## src/rtl/apb_window_wdog_pkg.sv

```systemverilog
// rtl/apb_window_wdog_pkg.sv - register map, bit indices and address decode for the windowed watchdog
package apb_window_wdog_pkg;

    localparam logic [11:0] OFF_LOAD   = 12'h000;
    localparam logic [11:0] OFF_VALUE  = 12'h004;
    localparam logic [11:0] OFF_CTRL   = 12'h008;
    localparam logic [11:0] OFF_KICK   = 12'h00C;
    localparam logic [11:0] OFF_RIS    = 12'h010;
    localparam logic [11:0] OFF_MIS    = 12'h014;
    localparam logic [11:0] OFF_WINDOW = 12'h018;
    localparam logic [11:0] OFF_PRESC  = 12'h01C;
    localparam logic [11:0] OFF_LOCK   = 12'hC00;

    localparam int CTRL_INTEN  = 0;
    localparam int CTRL_RESEN  = 1;
    localparam int CTRL_WINEN  = 2;
    localparam int RIS_TIMEOUT = 0;
    localparam int RIS_EARLY   = 1;

    localparam logic [31:0] UNLOCK_KEY = 32'h1ACCE551;

    typedef enum logic [3:0] {
        REG_LOAD,
        REG_VALUE,
        REG_CTRL,
        REG_KICK,
        REG_RIS,
        REG_MIS,
        REG_WINDOW,
        REG_PRESC,
        REG_LOCK,
        REG_NONE
    } reg_sel_e;

    function automatic reg_sel_e decode_addr(input logic [11:2] paddr);
        reg_sel_e sel;
        case ({paddr, 2'b00})
            OFF_LOAD:   sel = REG_LOAD;
            OFF_VALUE:  sel = REG_VALUE;
            OFF_CTRL:   sel = REG_CTRL;
            OFF_KICK:   sel = REG_KICK;
            OFF_RIS:    sel = REG_RIS;
            OFF_MIS:    sel = REG_MIS;
            OFF_WINDOW: sel = REG_WINDOW;
            OFF_PRESC:  sel = REG_PRESC;
            OFF_LOCK:   sel = REG_LOCK;
            default:    sel = REG_NONE;
        endcase
        return sel;
    endfunction

endpackage

```

## src/rtl/apb_window_wdog_if.sv

```systemverilog
// rtl/apb_window_wdog_if.sv - APB3 slave bus bundle for the windowed watchdog
interface apb_window_wdog_if;
    logic        PSEL;
    logic        PENABLE;
    logic        PWRITE;
    logic [11:2] PADDR;
    logic [31:0] PWDATA;
    logic [31:0] PRDATA;
    logic        PREADY;
    logic        PSLVERR;

    modport master (
        output PSEL, PENABLE, PWRITE, PADDR, PWDATA,
        input  PRDATA, PREADY, PSLVERR
    );

    modport slave (
        input  PSEL, PENABLE, PWRITE, PADDR, PWDATA,
        output PRDATA, PREADY, PSLVERR
    );
endinterface

```

## src/rtl/apb_window_wdog_cnt.sv

```systemverilog
// rtl/apb_window_wdog_cnt.sv - prescaler, down counter, timeout/early flags and sticky reset request
module apb_window_wdog_cnt
    import apb_window_wdog_pkg::*;
#(
    parameter int CNT_W   = 32,
    parameter int PRESC_W = 8
) (
    input  logic               PCLK,
    input  logic               PRESETn,
    input  logic               clken,
    input  logic               inten,
    input  logic               resen,
    input  logic               winen,
    input  logic [CNT_W-1:0]   load_val,
    input  logic [CNT_W-1:0]   window,
    input  logic [PRESC_W-1:0] presc,
    input  logic               load_wr,
    input  logic [CNT_W-1:0]   load_new,
    input  logic               kick_wr,
    output logic [CNT_W-1:0]   value,
    output logic               timeout,
    output logic               timeout_nxt,
    output logic               early,
    output logic               wdogres
);
    logic [PRESC_W-1:0] pcnt_q;
    logic [CNT_W-1:0]   value_q;
    logic               timeout_q;
    logic               early_q;
    logic               res_q;
    logic               tick;
    logic               at_zero;
    logic               in_window;
    logic               kick_ok;
    logic               kick_early;
    logic               zero_tick;

    assign tick       = inten & clken & (pcnt_q == '0);
    assign at_zero    = (value_q == '0);
    assign in_window  = ~winen | (value_q <= window);
    assign kick_ok    = kick_wr & in_window;
    assign kick_early = kick_wr & ~in_window;
    // A LOAD write or a valid kick in the same cycle swallows the tick's timeout effect.
    assign zero_tick  = tick & at_zero & ~load_wr & ~kick_ok;

    always_comb begin
        timeout_nxt = timeout_q;
        if (kick_ok) begin
            timeout_nxt = 1'b0;
        end else if (zero_tick) begin
            timeout_nxt = 1'b1;
        end
    end

    always_ff @(posedge PCLK or negedge PRESETn) begin
        if (!PRESETn) begin
            pcnt_q    <= '0;
            value_q   <= '1;
            timeout_q <= 1'b0;
            early_q   <= 1'b0;
            res_q     <= 1'b0;
        end else begin
            timeout_q <= timeout_nxt;
            if (kick_ok) begin
                pcnt_q <= presc;
            end else if (inten & clken) begin
                pcnt_q <= (pcnt_q == '0) ? presc : pcnt_q - 1'b1;
            end
            if (load_wr) begin
                value_q <= load_new;
            end else if (kick_ok) begin
                value_q <= load_val;
            end else if (tick) begin
                value_q <= at_zero ? load_val : value_q - 1'b1;
            end
            if (kick_early) begin
                early_q <= 1'b1;
            end
            if (resen & ((zero_tick & timeout_q) | kick_early)) begin
                res_q <= 1'b1;
            end
        end
    end

    assign value   = value_q;
    assign timeout = timeout_q;
    assign early   = early_q;
    assign wdogres = res_q;
endmodule

```

## src/rtl/apb_window_wdog.sv

```systemverilog
// rtl/apb_window_wdog.sv - APB3 windowed watchdog: decode, register file, lock and error response
module apb_window_wdog
    import apb_window_wdog_pkg::*;
#(
    parameter int CNT_W   = 32,
    parameter int PRESC_W = 8
) (
    input  logic             PCLK,
    input  logic             PRESETn,
    apb_window_wdog_if.slave apb,
    input  logic             WDOGCLKEN,
    output logic             WDOGINT,
    output logic             WDOGRES
);
    reg_sel_e           sel;
    logic               acc;
    logic               err;
    logic               wr_ok;
    logic [CNT_W-1:0]   load_q;
    logic [CNT_W-1:0]   window_q;
    logic [PRESC_W-1:0] presc_q;
    logic [2:0]         ctrl_q;
    logic               lock_q;
    logic               inten_nxt;
    logic               int_q;
    logic [CNT_W-1:0]   value;
    logic               timeout;
    logic               timeout_nxt;
    logic               early;
    logic [1:0]         ris_v;
    logic [1:0]         mis_v;
    logic [31:0]        rdata;

    assign sel = decode_addr(apb.PADDR);
    assign acc = apb.PSEL & apb.PENABLE;

    always_comb begin
        err = 1'b0;
        if (acc) begin
            if (sel == REG_NONE) begin
                err = 1'b1;
            end else if (apb.PWRITE) begin
                err = (lock_q && sel != REG_LOCK) || sel == REG_VALUE || sel == REG_RIS || sel == REG_MIS;
            end else begin
                err = (sel == REG_KICK);
            end
        end
    end

    assign wr_ok = acc & apb.PWRITE & ~err;

    always_ff @(posedge PCLK or negedge PRESETn) begin
        if (!PRESETn) begin
            load_q   <= '1;
            window_q <= '1;
            presc_q  <= '0;
            ctrl_q   <= '0;
            lock_q   <= 1'b0;
        end else if (wr_ok) begin
            case (sel)
                REG_LOAD:   load_q   <= apb.PWDATA[CNT_W-1:0];
                REG_CTRL:   ctrl_q   <= apb.PWDATA[2:0];
                REG_WINDOW: window_q <= apb.PWDATA[CNT_W-1:0];
                REG_PRESC:  presc_q  <= apb.PWDATA[PRESC_W-1:0];
                REG_LOCK:   lock_q   <= (apb.PWDATA != UNLOCK_KEY);
                default:    ;
            endcase
        end
    end

    apb_window_wdog_cnt #(
        .CNT_W   (CNT_W),
        .PRESC_W (PRESC_W)
    ) u_cnt (
        .PCLK        (PCLK),
        .PRESETn     (PRESETn),
        .clken       (WDOGCLKEN),
        .inten       (ctrl_q[CTRL_INTEN]),
        .resen       (ctrl_q[CTRL_RESEN]),
        .winen       (ctrl_q[CTRL_WINEN]),
        .load_val    (load_q),
        .window      (window_q),
        .presc       (presc_q),
        .load_wr     (wr_ok && sel == REG_LOAD),
        .load_new    (apb.PWDATA[CNT_W-1:0]),
        .kick_wr     (wr_ok && sel == REG_KICK),
        .value       (value),
        .timeout     (timeout),
        .timeout_nxt (timeout_nxt),
        .early       (early),
        .wdogres     (WDOGRES)
    );

    // Interrupt flop tracks next-state TIMEOUT and INTEN so it never lags the RIS bit.
    assign inten_nxt = (wr_ok && sel == REG_CTRL) ? apb.PWDATA[CTRL_INTEN] : ctrl_q[CTRL_INTEN];

    always_ff @(posedge PCLK or negedge PRESETn) begin
        if (!PRESETn) begin
            int_q <= 1'b0;
        end else begin
            int_q <= timeout_nxt & inten_nxt;
        end
    end

    assign WDOGINT = int_q;

    always_comb begin
        ris_v              = '0;
        ris_v[RIS_TIMEOUT] = timeout;
        ris_v[RIS_EARLY]   = early;
        mis_v              = '0;
        mis_v[RIS_TIMEOUT] = timeout & ctrl_q[CTRL_INTEN];
        mis_v[RIS_EARLY]   = early & ctrl_q[CTRL_RESEN];
    end

    always_comb begin
        rdata = '0;
        case (sel)
            REG_LOAD:   rdata = 32'(load_q);
            REG_VALUE:  rdata = 32'(value);
            REG_CTRL:   rdata = 32'(ctrl_q);
            REG_RIS:    rdata = 32'(ris_v);
            REG_MIS:    rdata = 32'(mis_v);
            REG_WINDOW: rdata = 32'(window_q);
            REG_PRESC:  rdata = 32'(presc_q);
            REG_LOCK:   rdata = 32'(lock_q);
            default:    rdata = '0;
        endcase
    end

    assign apb.PRDATA  = (PRESETn && acc && !apb.PWRITE && !err) ? rdata : 32'h0;
    assign apb.PREADY  = 1'b1;
    assign apb.PSLVERR = PRESETn & err;
endmodule

```

## src/flat_wrapper.sv

```systemverilog
// flat-port wrapper written by rule: the top's interface ports become plain ports
module apb_window_wdog_flat import apb_window_wdog_pkg::*;
#(
    parameter int CNT_W   = 32,
    parameter int PRESC_W = 8
)
  (PCLK, PRESETn, WDOGCLKEN, WDOGINT, WDOGRES, apb_PSEL, apb_PENABLE, apb_PWRITE, apb_PADDR, apb_PWDATA, apb_PRDATA, apb_PREADY, apb_PSLVERR);
  apb_window_wdog_if apb_i ();
  input  logic PCLK;
  input  logic PRESETn;
  input  logic WDOGCLKEN;
  output logic WDOGINT;
  output logic WDOGRES;
  input wire logic [$bits(apb_i.PSEL)-1:0] apb_PSEL;
  input wire logic [$bits(apb_i.PENABLE)-1:0] apb_PENABLE;
  input wire logic [$bits(apb_i.PWRITE)-1:0] apb_PWRITE;
  input wire logic [$bits(apb_i.PADDR)-1:0] apb_PADDR;
  input wire logic [$bits(apb_i.PWDATA)-1:0] apb_PWDATA;
  output wire logic [$bits(apb_i.PRDATA)-1:0] apb_PRDATA;
  output wire logic [$bits(apb_i.PREADY)-1:0] apb_PREADY;
  output wire logic [$bits(apb_i.PSLVERR)-1:0] apb_PSLVERR;
  assign apb_i.PSEL = apb_PSEL;
  assign apb_i.PENABLE = apb_PENABLE;
  assign apb_i.PWRITE = apb_PWRITE;
  assign apb_i.PADDR = apb_PADDR;
  assign apb_i.PWDATA = apb_PWDATA;
  assign apb_PRDATA = apb_i.PRDATA;
  assign apb_PREADY = apb_i.PREADY;
  assign apb_PSLVERR = apb_i.PSLVERR;
  apb_window_wdog #(.CNT_W(CNT_W), .PRESC_W(PRESC_W)) u_core (.PCLK(PCLK), .PRESETn(PRESETn), .apb(apb_i), .WDOGCLKEN(WDOGCLKEN), .WDOGINT(WDOGINT), .WDOGRES(WDOGRES));
endmodule
```

## config.mk

```make
export PLATFORM = sky130hd
export DESIGN_NAME = apb_window_wdog_flat
export DESIGN_NICKNAME = d
export VERILOG_FILES = /design/src/rtl/apb_window_wdog_pkg.sv /design/src/rtl/apb_window_wdog_if.sv /design/src/rtl/apb_window_wdog_cnt.sv /design/src/rtl/apb_window_wdog.sv /design/src/flat_wrapper.sv
export SDC_FILE = /design/constraint.sdc
export NUM_CORES = 1
export LEC_CHECK = 0
export ABC_AREA = 1
export BUFFER_PORTS_ARGS = -buffer_cell sky130_fd_sc_hd__buf_2
export CORE_UTILIZATION = 40
export DETAILED_ROUTE_END_ITERATION = 6
export MAX_ROUTING_LAYER = met4
export PLACE_DENSITY = 0.62
export SYNTH_ARGS = -nofsm -noshare
export SYNTH_HDL_FRONTEND = slang
export SYNTH_SLANG_ARGS = --single-unit
```

## constraint.sdc

```tcl
create_clock -name PCLK -period 2.8 [get_ports PCLK]
set_input_delay 0.28 -clock PCLK [delete_from_list [all_inputs] [get_ports PCLK]]
set_output_delay 0.28 -clock PCLK [all_outputs]
set_load 0.1 [all_outputs]
```

### Word level (Yosys, flattened, before mapping)

Cells that the tools add are included.

| word-level totals | value |
|---|---|
| logic and storage cells | 95 |
| register bits | 120 |

| operators by class | value |
|---|---|
| multiplexer cells | 16 |
| bitwise gates (word level) | 23 |
| equality and inequality tests | 19 |
| order comparisons | 1 |
| add/sub/neg operators | 2 |
| reduce and logical (&&, ||, !) cells | 23 |

Operators by type and width:

| kind | number |
|---|---|
| $pmux 32 s8 | 1 |
| $mux 32 | 5 |
| $eq 10x3->1 const B | 4 |
| $pmux 4 s9 | 1 |
| $le 32x32->1 | 1 |
| $logic_not 32->1 | 1 |
| $ne 32x29->1 const B | 1 |
| $sub 32x1->32 const B | 1 |
| $mux 8 | 3 |
| $eq 10x2->1 const B | 2 |
| $and 1x1->1 | 16 |
| $eq 4x3->1 const B | 4 |
| $eq 10x1->1 const B | 1 |
| $eq 10x10->1 const B | 1 |
| $logic_not 10->1 | 1 |
| $reduce_and 2->1 | 5 |
| $eq 4x2->1 const B | 2 |
| $eq 4x4->1 const B | 2 |
| $logic_not 8->1 | 1 |
| $sub 8x1->8 const B | 1 |
| $logic_and 1x1->1 | 7 |
| $mux 1 | 6 |
| $not 1->1 | 5 |
| $eq 4x1->1 const B | 1 |
| 7 further kinds | 11 |

### Longest topological paths before layout

Gate-level depths: netlist (run 1).

| logic depth | value |
|---|---|
| depth after elaboration | 19 |
| mapped depth | 21 |
| depth with buffers taken out | 20 |

### Modules after synthesis

From an unflattened synthesis (run 1), not the netlist that was laid out.

| unflattened totals | value |
|---|---|
| cells, all modules | 1386 |
| area, all modules | 9301.4 um^2 |

By module, submodules not included:

| module | area each (um^2) | cells an instance | times used |
|---|---|---|---|
| apb_window_wdog_cnt | 5118.7 | 868 | 1 |
| apb_window_wdog | 4182.8 | 518 | 1 |

### Worst setup path before layout (run 1)

Ideal clock, no wire load.

| timing path | value |
|---|---|
| kind | input to output |
| start | input port apb_PADDR[7] |
| end | output port apb_PSLVERR |
| slack | -0.817 ns |
| arrival | 3.337 ns |
| required time | 2.520 ns |
| stages | 7 |
| path buffers | 0 |
| path through | nor2_1 -> nand2_2 -> nor2_2 -> nand3_1 -> nor2_1 -> nor2_4 -> a211oi_1 |

| between the ends | value |
|---|---|
| cells in the longest elaborated chain, start to end | 11 |
| elaborated cells on any way between the ends | 24 |

RTL lines:

| what | line | source |
|---|---|---|
| from (decl) | flat_wrapper.sv:17 | `input wire logic [$bits(apb_i.PADDR)-1:0] apb_PADDR;` |
| $eq 10x10->1 (tied with other cells) | apb_window_wdog_pkg.sv:37 | `case ({paddr, 2'b00})` |
| $pmux 4 s9 (*) | apb_window_wdog_pkg.sv:37 |  |
| $ne 4x4->1 | apb_window_wdog.sv:43 | `err = (lock_q && sel != REG_LOCK) \|\| sel == REG_VALUE \|\| sel == REG_RIS \|\| sel == REG_MIS;` |
| $logic_and 1x1->1 | apb_window_wdog.sv:43 |  |
| $logic_or 1x1->1 (3 in series) | apb_window_wdog.sv:43 |  |
| $mux 1 | apb_window_wdog.sv:42 | `end else if (apb.PWRITE) begin` |
| $mux 1 (*) | apb_window_wdog.sv:40 | `if (sel == REG_NONE) begin` |
| $mux 1 (*) | apb_window_wdog.sv:39 | `if (acc) begin` |
| $and 1x1->1 (*) | apb_window_wdog.sv:133 | `assign apb.PSLVERR = PRESETn & err;` |
| to (decl) | flat_wrapper.sv:21 | `output wire logic [$bits(apb_i.PSLVERR)-1:0] apb_PSLVERR;` |

Every way passes the cells marked *; elsewhere a longest branch is shown, timed or not.

### Worst setup path after layout (run 1)

| timing path | value |
|---|---|
| start | input port apb_PADDR[8] |
| end | output port apb_PRDATA[15] |

| between the ends | value |
|---|---|
| cells in the longest elaborated chain, start to end | 13 |
| elaborated cells on any way between the ends | 32 |

RTL lines:

| what | line | source |
|---|---|---|
| $eq 10x10->1 (tied with other cells) | apb_window_wdog_pkg.sv:37 |  |
| $pmux 4 s9 (*) | apb_window_wdog_pkg.sv:37 |  |
| $ne 4x4->1 | apb_window_wdog.sv:43 |  |
| $logic_and 1x1->1 | apb_window_wdog.sv:43 |  |
| $logic_or 1x1->1 (3 in series) | apb_window_wdog.sv:43 |  |
| $mux 1 | apb_window_wdog.sv:42 |  |
| $mux 1 | apb_window_wdog.sv:40 |  |
| $mux 1 | apb_window_wdog.sv:39 |  |
| $logic_not 1->1 | apb_window_wdog.sv:131 | `assign apb.PRDATA = (PRESETn && acc && !apb.PWRITE && !err) ? rdata : 32'h0;` |
| $logic_and 1x1->1 | apb_window_wdog.sv:131 |  |
| $mux 32 (*) | apb_window_wdog.sv:131 |  |
| to (decl) | flat_wrapper.sv:19 | `output wire logic [$bits(apb_i.PRDATA)-1:0] apb_PRDATA;` |

Marked as above.

==> out/results.md, run 1 <==
| Group | Result | Value |
|---|---|---|
| cts | Clock root buffer master | clkbuf_16 |
| layout | Number of nets in the final layout | 1,424 |
| worst setup path | R2R cell count | 16 |
| cts | Maximum count of clock buffers along a single path | 2 |
| timing | Final Slew Violations | 0 |
| outcome | Result of the run | complete, no violations |
| cts | TritonCTS buffer count | 17 |
| routing | Post-detailed-routing wire length | 26,410 um |
| worst setup path | RR Endpoint | u_core.u_cnt.value[15] |
| logic synthesis | Post-synthesis area per instance | 6.825 um2 |
| timing | Transition time at the pin with the least slew margin | 0.8535 ns |
| logic synthesis | Synth cell types | 46 |
| placement | HPWL reported at the end of detailed placement | 19,430 um |
| floorplan | Number of top-level design ports | 84 |
| cts | TritonCTS clock tree | done |
| routing | Initial detailed-routing violation count | 658 |
| hold path | Hold Path Class | input port to asynchronous set/reset pin |
| worst setup path | Maximum single-stage delay on the critical path | 0.36 ns |
| layout | Most common cell after layout, fill and taps aside | nand2_1 |
| layout | Number of diodes | 0 |
| timing | Largest clock skew in the final design | 0.01033 ns |
| global route | Total routing resource utilization after global routing | 26.01% |
| timing | Least setup slack across all paths after layout | 0.1559 ns |
| pwr | Power Density | 392.7 mW/mm2 |
| logic synthesis | Yosys synthesis warning count | 0 |
| floorplan | Effective utilization at floorplan | 41.33% |
| layout | FF/Latch Area | 0.003123 mm2 |
| timing | Setup-failing EPs final | 0 |
| worst setup path | Origin of the critical flop-to-flop path | u_core.window_q[23] |
| placement | Routability Congestion | 0.9712 |
| logic synthesis | Count of flip-flops with a built-in enable after synthesis | 0 |
| floorplan | Die width | 147.7 um |
| logic synthesis | Synthesized area | 0.008497 mm2 |
| worst setup path | Worst-path cell chain | buf_2 -> inv_1 -> nand2_1 -> nor2_1 -> nand2_1 -> nand2_1 -> nor2_1 -> nor2_4 -> inv_2 -> nor4_4 -> inv_2 -> a31oi_1 -> buf_12 |
| cts | Number of sinks handled by clock tree synthesis | 120 |
| timing | Accumulated negative setup slack | 0 ns |
| cts | Max H-tree Level | 4 |
| pwr | Leakage component of the power | 5.413 nW |
| global route | Via count of the first global-routing pass | 8,141 |
| worst setup path | Startpoint types | input port |
| cts | Reg clk slew, reported paths | 0.06 ns |
| cts | Later-pin clock latency in the skew report | 0.42 ns |
| worst setup path | Most numerous cell on the critical path | nand2_1 |
| logic synthesis | Post-synthesis async set-or-reset flop share | 100.0% |
| logic synthesis | Post-synth net total | 1,329 |
| pwr | Total Power | 4.119 mW |
| routing | Post-route antenna net violation count | 0 |
| global route | Initial antenna violation count | 0 |
| timing | Crit path time final | 2.644 ns |
| timing | RSZ-0062 raised after global routing | yes |
| logic synthesis | Synthesis-stage register bit count | 120 |
| routing | First-pass iteration count of the detailed router | 5 |
| routing | Via total after detailed routing | 8,469 |
| layout | Highest-count cells in the layout ignoring fill and taps | nand2_1, inv_1, nor2_1 |
| placement | Count of input and output buffers | 82 |
| logic synthesis | Portion of the post-synthesis area used by sequential elements | 36.75% |
| floorplan | Core area | 0.02056 mm2 |
| placement | Worst-case setup slack after placement | 0.1052 ns |
| routing | Detailed-route vias per instance | 5.218 |
| worst setup path | Required time at the worst-slack endpoint | 2.52 ns |
| layout | Fill cell instance count of the final layout | 2,063 |
| worst setup path | Max Fanout on Critical Path | 19 |
| worst setup path | Endpoint type of the worst setup path | output port |
| run | Max-Cap Viols | 0 |
| timing | Final Hold Viols | 0 |
| logic synthesis | Post-synthesis instance total | 1,245 |
| layout | Combined area of the multi-input logic cells | 0.004498 mm2 |
| global route | Global-route congestion overflow total | 0 |
| worst setup path | Worst path arrival time | 2.36 ns |
| floorplan | Number of placement rows | 52 |
| layout | Fraction of final layout cells sized beyond drive strength 1 | 20.10% |
| cts | Post-CTS setup buffer count | 0 |
| worst setup path | Type of the setup path with the least slack | input port to output port |
| timing | Worst slew margin relative to its limit | 43.10% |
| global route | First-pass GRT wire length | 42,720 um |
| timing | Maximum operating frequency | 378.2 MHz |
| worst setup path | Worst reg-to-reg setup slack | 0.19 ns |
| global route | Largest net degree at the start of global routing | 64 |
| worst setup path | CP max-delay cell | a31oi_1 |
| layout | Syn-to-layout area delta | 23.47% |
| pwr | Peak supply drop | 0.3760 mV |
| timing | Period utilisation layout | 94.43% |
| routing | Wire length per cell | 16.27 um |
| layout | Final standard cell utilization of the core | 51.03% |
| floorplan | Total die area | 0.02183 mm2 |
| logic synthesis | Most used DFF post-synth | dfstp_2 |
| floorplan | DIE HEIGHT | 147.7 um |
| routing | DRC Markers | 0 |
report_power, final:
part	switching, mW	leakage [nW]	internal (mW)
Clock	0.816	0.281	1.42
Sequential	0.000288	1.32	1.74
Combinational	0.104	3.81	0.0394
sequential cells by signal (all words and copies together), names as in the netlist:
name                  cells
u_core.u_cnt.wdogres      1
u_core.u_cnt.timeout      1
u_core.WDOGINT            1
u_core.lock_q             1
u_core.u_cnt.early        1
u_core.presc_q            8
u_core.u_cnt.value       32
u_core.window_q          32
u_core.ctrl_q             3
u_core.u_cnt.pcnt_q       8
u_core.load_q            32
final cells by class:
class                   count  area share (%)
repair buffers            117           11.75
well taps                 270           3.220
clock buffers              23           4.365
inverters                 191           6.834
multi-input cells         893           42.87
clock inverters             9           1.193
flip-flops and latches    120           29.77
synthesized netlist by cell type (7+ instances only):
| cell | n | area [um2] |
|---|---|---|
| nand2_1 | 414 | 1554 |
| inv_1 | 183 | 686.9 |
| nor2_1 | 125 | 469.2 |
| dfstp_2 | 96 | 2522 |
| nand3_1 | 58 | 290.3 |
| o21ai_0 | 54 | 270.3 |
| nand4_1 | 37 | 231.5 |
| a21oi_1 | 36 | 180.2 |
| ha_1 | 36 | 450.4 |
| dfrtp_1 | 24 | 600.6 |
| xor2_1 | 21 | 183.9 |
| buf_2 | 16 | 80.08 |
| clkbuf_1 | 14 | 52.55 |
| a31oi_1 | 11 | 68.82 |
| nor4_1 | 11 | 68.82 |
| xnor2_1 | 9 | 78.83 |
| inv_2 | 8 | 30.03 |
| nor3_1 | 8 | 40.04 |
| o211ai_1 | 7 | 52.55 |
| o21bai_1 | 7 | 52.55 |
| o221ai_1 | 7 | 61.31 |
critical path, delay by kind of cell:
family / cells / cell delay, ns
compound gates: 1 / 0.36
buf+inv: 5 / 0.72
simple gates: 7 / 0.99
logic make-up (layout without fill, tap and decap cells):
family,after synthesis,after routing,share of synthesized area (%)
AOI/OAI and AO/OA,149,149,10.38
xor gates and xnor gates,30,30,3.092
adders and majority gates,36,36,5.301
buffers and inverters,232,340,10.93
DFF,120,120,36.75
other,1,1,0.04413
and+or+nand+nor,677,677,33.50
per-layer routing:
metal	share of wire, %	GRT usage, %	vias up	wire (um)
li1	-	-	4155	-
met1	47	35.37	3936	12300
met2	44	39.53	343	11740
met3	6.9	4.630	35	1814
met4	2.1	7.526	0	548
met5	0	-	-	0
how the worst max path moves through the flow:
| stage | start | end | slack [ns] |
|---|---|---|---|
| after global routing | apb_PADDR[8] | apb_PRDATA[15] | -0.007 |
| after floorplan | apb_PADDR[7] | apb_PRDATA[25] | -0.71 |
| after CTS | u_core.window_q[23] | u_core.u_cnt.pcnt_q[4] | 0.09 |
| after global placement | u_core.window_q[17] | u_core.u_cnt.pcnt_q[3] | 0.19 |
| final | apb_PADDR[8] | apb_PRDATA[15] | 0.16 |
| after detailed placement | u_core.window_q[23] | u_core.u_cnt.pcnt_q[2] | 0.11 |
stage by stage:
stage                     cell area (um2)  cells  hold WS [ns]
after floorplan                      8502   1245      -0.01559
after global placement               9869   1591        0.4519
after detailed placement             9869   1591        0.4644
after CTS                           10450   1623       0.09479
after global routing                10490   1623        0.1048
final                               10490   1623       0.08974
repair_timing:
action                                  4_1_cts  5_1_grt
endpoints found under the setup margin        0       37
gates resized for setup                       0        9
hold buffers                                  0        0
(Power assumes the default switching activity.)
==> run 2, diff against run 1 <==
- MAX_ROUTING_LAYER: met4 -> not set
==> out/results.md, run 2 (same netlist as run 1, synthesis figures left out) <==
| Group | Result | Value |
|---|---|---|
| outcome | Result of the run | complete, no violations |
| timing | Accumulated negative setup slack | 0 ns |
| worst setup path | Endpoint type of the worst setup path | register |
| cts | Maximum count of clock buffers along a single path | 2 |
| cts | TritonCTS clock tree | done |
| pwr | Internal Pwr Total | 3.323 mW |
| layout | Highest-count cells in the layout ignoring fill and taps | nand2_1, inv_1, nor2_1 |
| layout | Number of diodes | 0 |
| global route | First-pass GRT wire length | 42,860 um |
| cts | Later-pin clock latency in the skew report | 0.43 ns |
| worst setup path | Type of the setup path with the least slack | register to register |
| hold path | Launch instance of the worst min-delay path | apb_PWDATA[8] |
| global route | Total routing resource utilization after global routing | 25.42% |
| layout | Most common cell after layout, fill and taps aside | nand2_1 |
| routing | Initial detailed-routing violation count | 622 |
| floorplan | Core area | 0.02056 mm2 |
| layout | Number of nets in the final layout | 1,423 |
| timing | Worst hold margin | 0.09449 ns |
| worst setup path | Required time at the worst-slack endpoint | 3.16 ns |
| floorplan | Number of top-level design ports | 84 |
| worst setup path | RR Endpoint | u_core.u_cnt.value[18] |
| routing | Wire length per cell | 16.27 um |
| global route | Global-route congestion overflow total | 0 |
| cts | Number of sinks handled by clock tree synthesis | 120 |
| global route | Initial antenna violation count | 0 |
| timing | Final Hold Viols | 0 |
| pwr | Leakage component of the power | 5.444 nW |
| pwr | Clock group share of total power | 55.6% |
| placement | Count of input and output buffers | 82 |
| layout | Fraction of final layout cells sized beyond drive strength 1 | 20.49% |
| floorplan | DIE HEIGHT | 147.7 um |
| worst setup path | Origin of the critical flop-to-flop path | u_core.window_q[23] |
| worst setup path | Capture point of the worst path | u_core.u_cnt.value[18] |
| cts | Reg clk slew, reported paths | 0.06 ns |
| routing | Detailed-route vias per instance | 5.160 |
| layout | Fill cell instance count of the final layout | 1,995 |
| pwr | Peak supply drop | 0.4002 mV |
| pwr | Sequential cell fraction of total power | 41.1% |
| placement | Routability Congestion | 0.9076 |
| layout | Final standard cell utilization of the core | 51.42% |
| worst setup path | R2R cell count | 15 |
| run | Max-Cap Viols | 0 |
| placement | Cell count after placement | 1,590 |
| floorplan | Number of placement rows | 52 |
| timing | Final Slew Violations | 0 |
| routing | Via total after detailed routing | 8,369 |
| pwr | Power Density | 401.6 mW/mm2 |
| timing | Setup-failing EPs final | 0 |
| timing | Transition time at the pin with the least slew margin | 0.9239 ns |
| hold path | Hold Path Class | input port to register |
| cts | Max H-tree Level | 4 |
| cts | Clock root buffer master | clkbuf_16 |
| timing | Crit path time final | 2.606 ns |
| worst setup path | Critical Path Source | u_core.window_q[23] |
| timing | Period utilisation layout | 93.07% |
| timing | Largest clock skew in the final design | 0.008615 ns |
| routing | DRC Markers | 0 |
| floorplan | Die width | 147.7 um |
| layout | Syn-to-layout area delta | 24.41% |
| timing | Worst slew margin relative to its limit | 38.41% |
| routing | Post-route antenna net violation count | 0 |
| routing | Post-detailed-routing wire length | 26,380 um |
| placement | HPWL reported at the end of detailed placement | 19,460 um |
| worst setup path | Startpoint types | register |
| pwr | Combinational power share | 3.4% |
| pwr | Switching share of power | 21.73% |
| cts | TritonCTS buffer count | 17 |
| floorplan | Total die area | 0.02183 mm2 |
| global route | Largest net degree at the start of global routing | 69 |
| timing | Maximum operating frequency | 383.7 MHz |
| worst setup path | Worst path arrival time | 2.96 ns |
| routing | First-pass iteration count of the detailed router | 5 |
| floorplan | Effective utilization at floorplan | 41.33% |
| global route | Via count of the first global-routing pass | 8,155 |
| timing | RSZ-0062 raised after global routing | yes |
| worst setup path | Worst reg-to-reg setup slack | 0.19 ns |
| pwr | P_sw | 0.9224 mW |
| layout | Post-route insts no fill | 1,622 |
| worst setup path | Max Fanout on Critical Path | 11 |
## run 2: final cells by class
class                   count  area, um2  area share [%]
clock buffers              26      519.2           4.912
clock inverters             6      110.1           1.042
multi-input cells         893       4514           42.70
flip-flops and latches    120       3123           29.54
well taps                 270      337.8           3.196
repair buffers            116       1245           11.78
inverters                 191      721.9           6.829
## run 2: through the flow
step           cell area, um2  total power [mW]  setup slack [ns]
2_1_floorplan            8502             1.812           -0.7101
3_3_place_gp             9874             1.913            0.1657
3_5_place_dp             9874             1.913           0.01016
4_1_cts                 10510             4.273           0.04861
5_1_grt                 10570             4.364          -0.02512
6_report                10570             4.246            0.1939
## run 2: worst min-delay path by stage
stage	slack, ns	endpoint	cells after the start
after global placement	0.45	u_core.u_cnt.early	2
after floorplan	-0.02	u_core.WDOGINT	0
after CTS	0.08	u_core.load_q[8]	3
after global routing	0.11	u_core.load_q[12]	3
final	0.09	u_core.load_q[8]	3
after detailed placement	0.45	u_core.u_cnt.early	2
## run 2: what timing repair did
item | CTS | global route
gates cloned | 0 | 0
gates resized for setup | 1 | 17
hold buffers | 0 | 0
pin swaps | 0 | 4
setup endpoints to repair | 1 | 52
setup buffers | 0 | 0
## run 2: metal layers
layer / vias to the layer above / part of all wire [%] / global-route usage [%]
met4: 0 / 2.5 / 8.660
met1: 3893 / 47 / 34.66
met2: 275 / 45 / 39.79
met5: - / 0 / 0
met3: 46 / 6.1 / 5.556
li1: 4155 / - / -
## run 2: worst max-delay path: stages (launching register included)
cell	delay, ns
dfstp_2	0.53
inv_1	0.04
ha_1	0.28
nand2_1	0.08
nor2_2	0.11
nand4_1	0.23
nor3b_2	0.27
nand2_1	0.10
nand2_1	0.09
nand2_2	0.08
buf_6	0.15
nand2_2	0.09
nand3_4	0.11
buf_4	0.22
nand2_1	0.10
nand2_1	0.06
## run 2: power groups by stage
stage               Sequential (mW)  Combinational (mW)  Clock (mW)
floorplan                      1.77              0.0434           0
global placement               1.77               0.145           0
detailed placement             1.77               0.145           0
CTS                            1.74               0.146        2.38
global route                   1.74               0.160        2.46
finish                         1.74               0.144        2.36
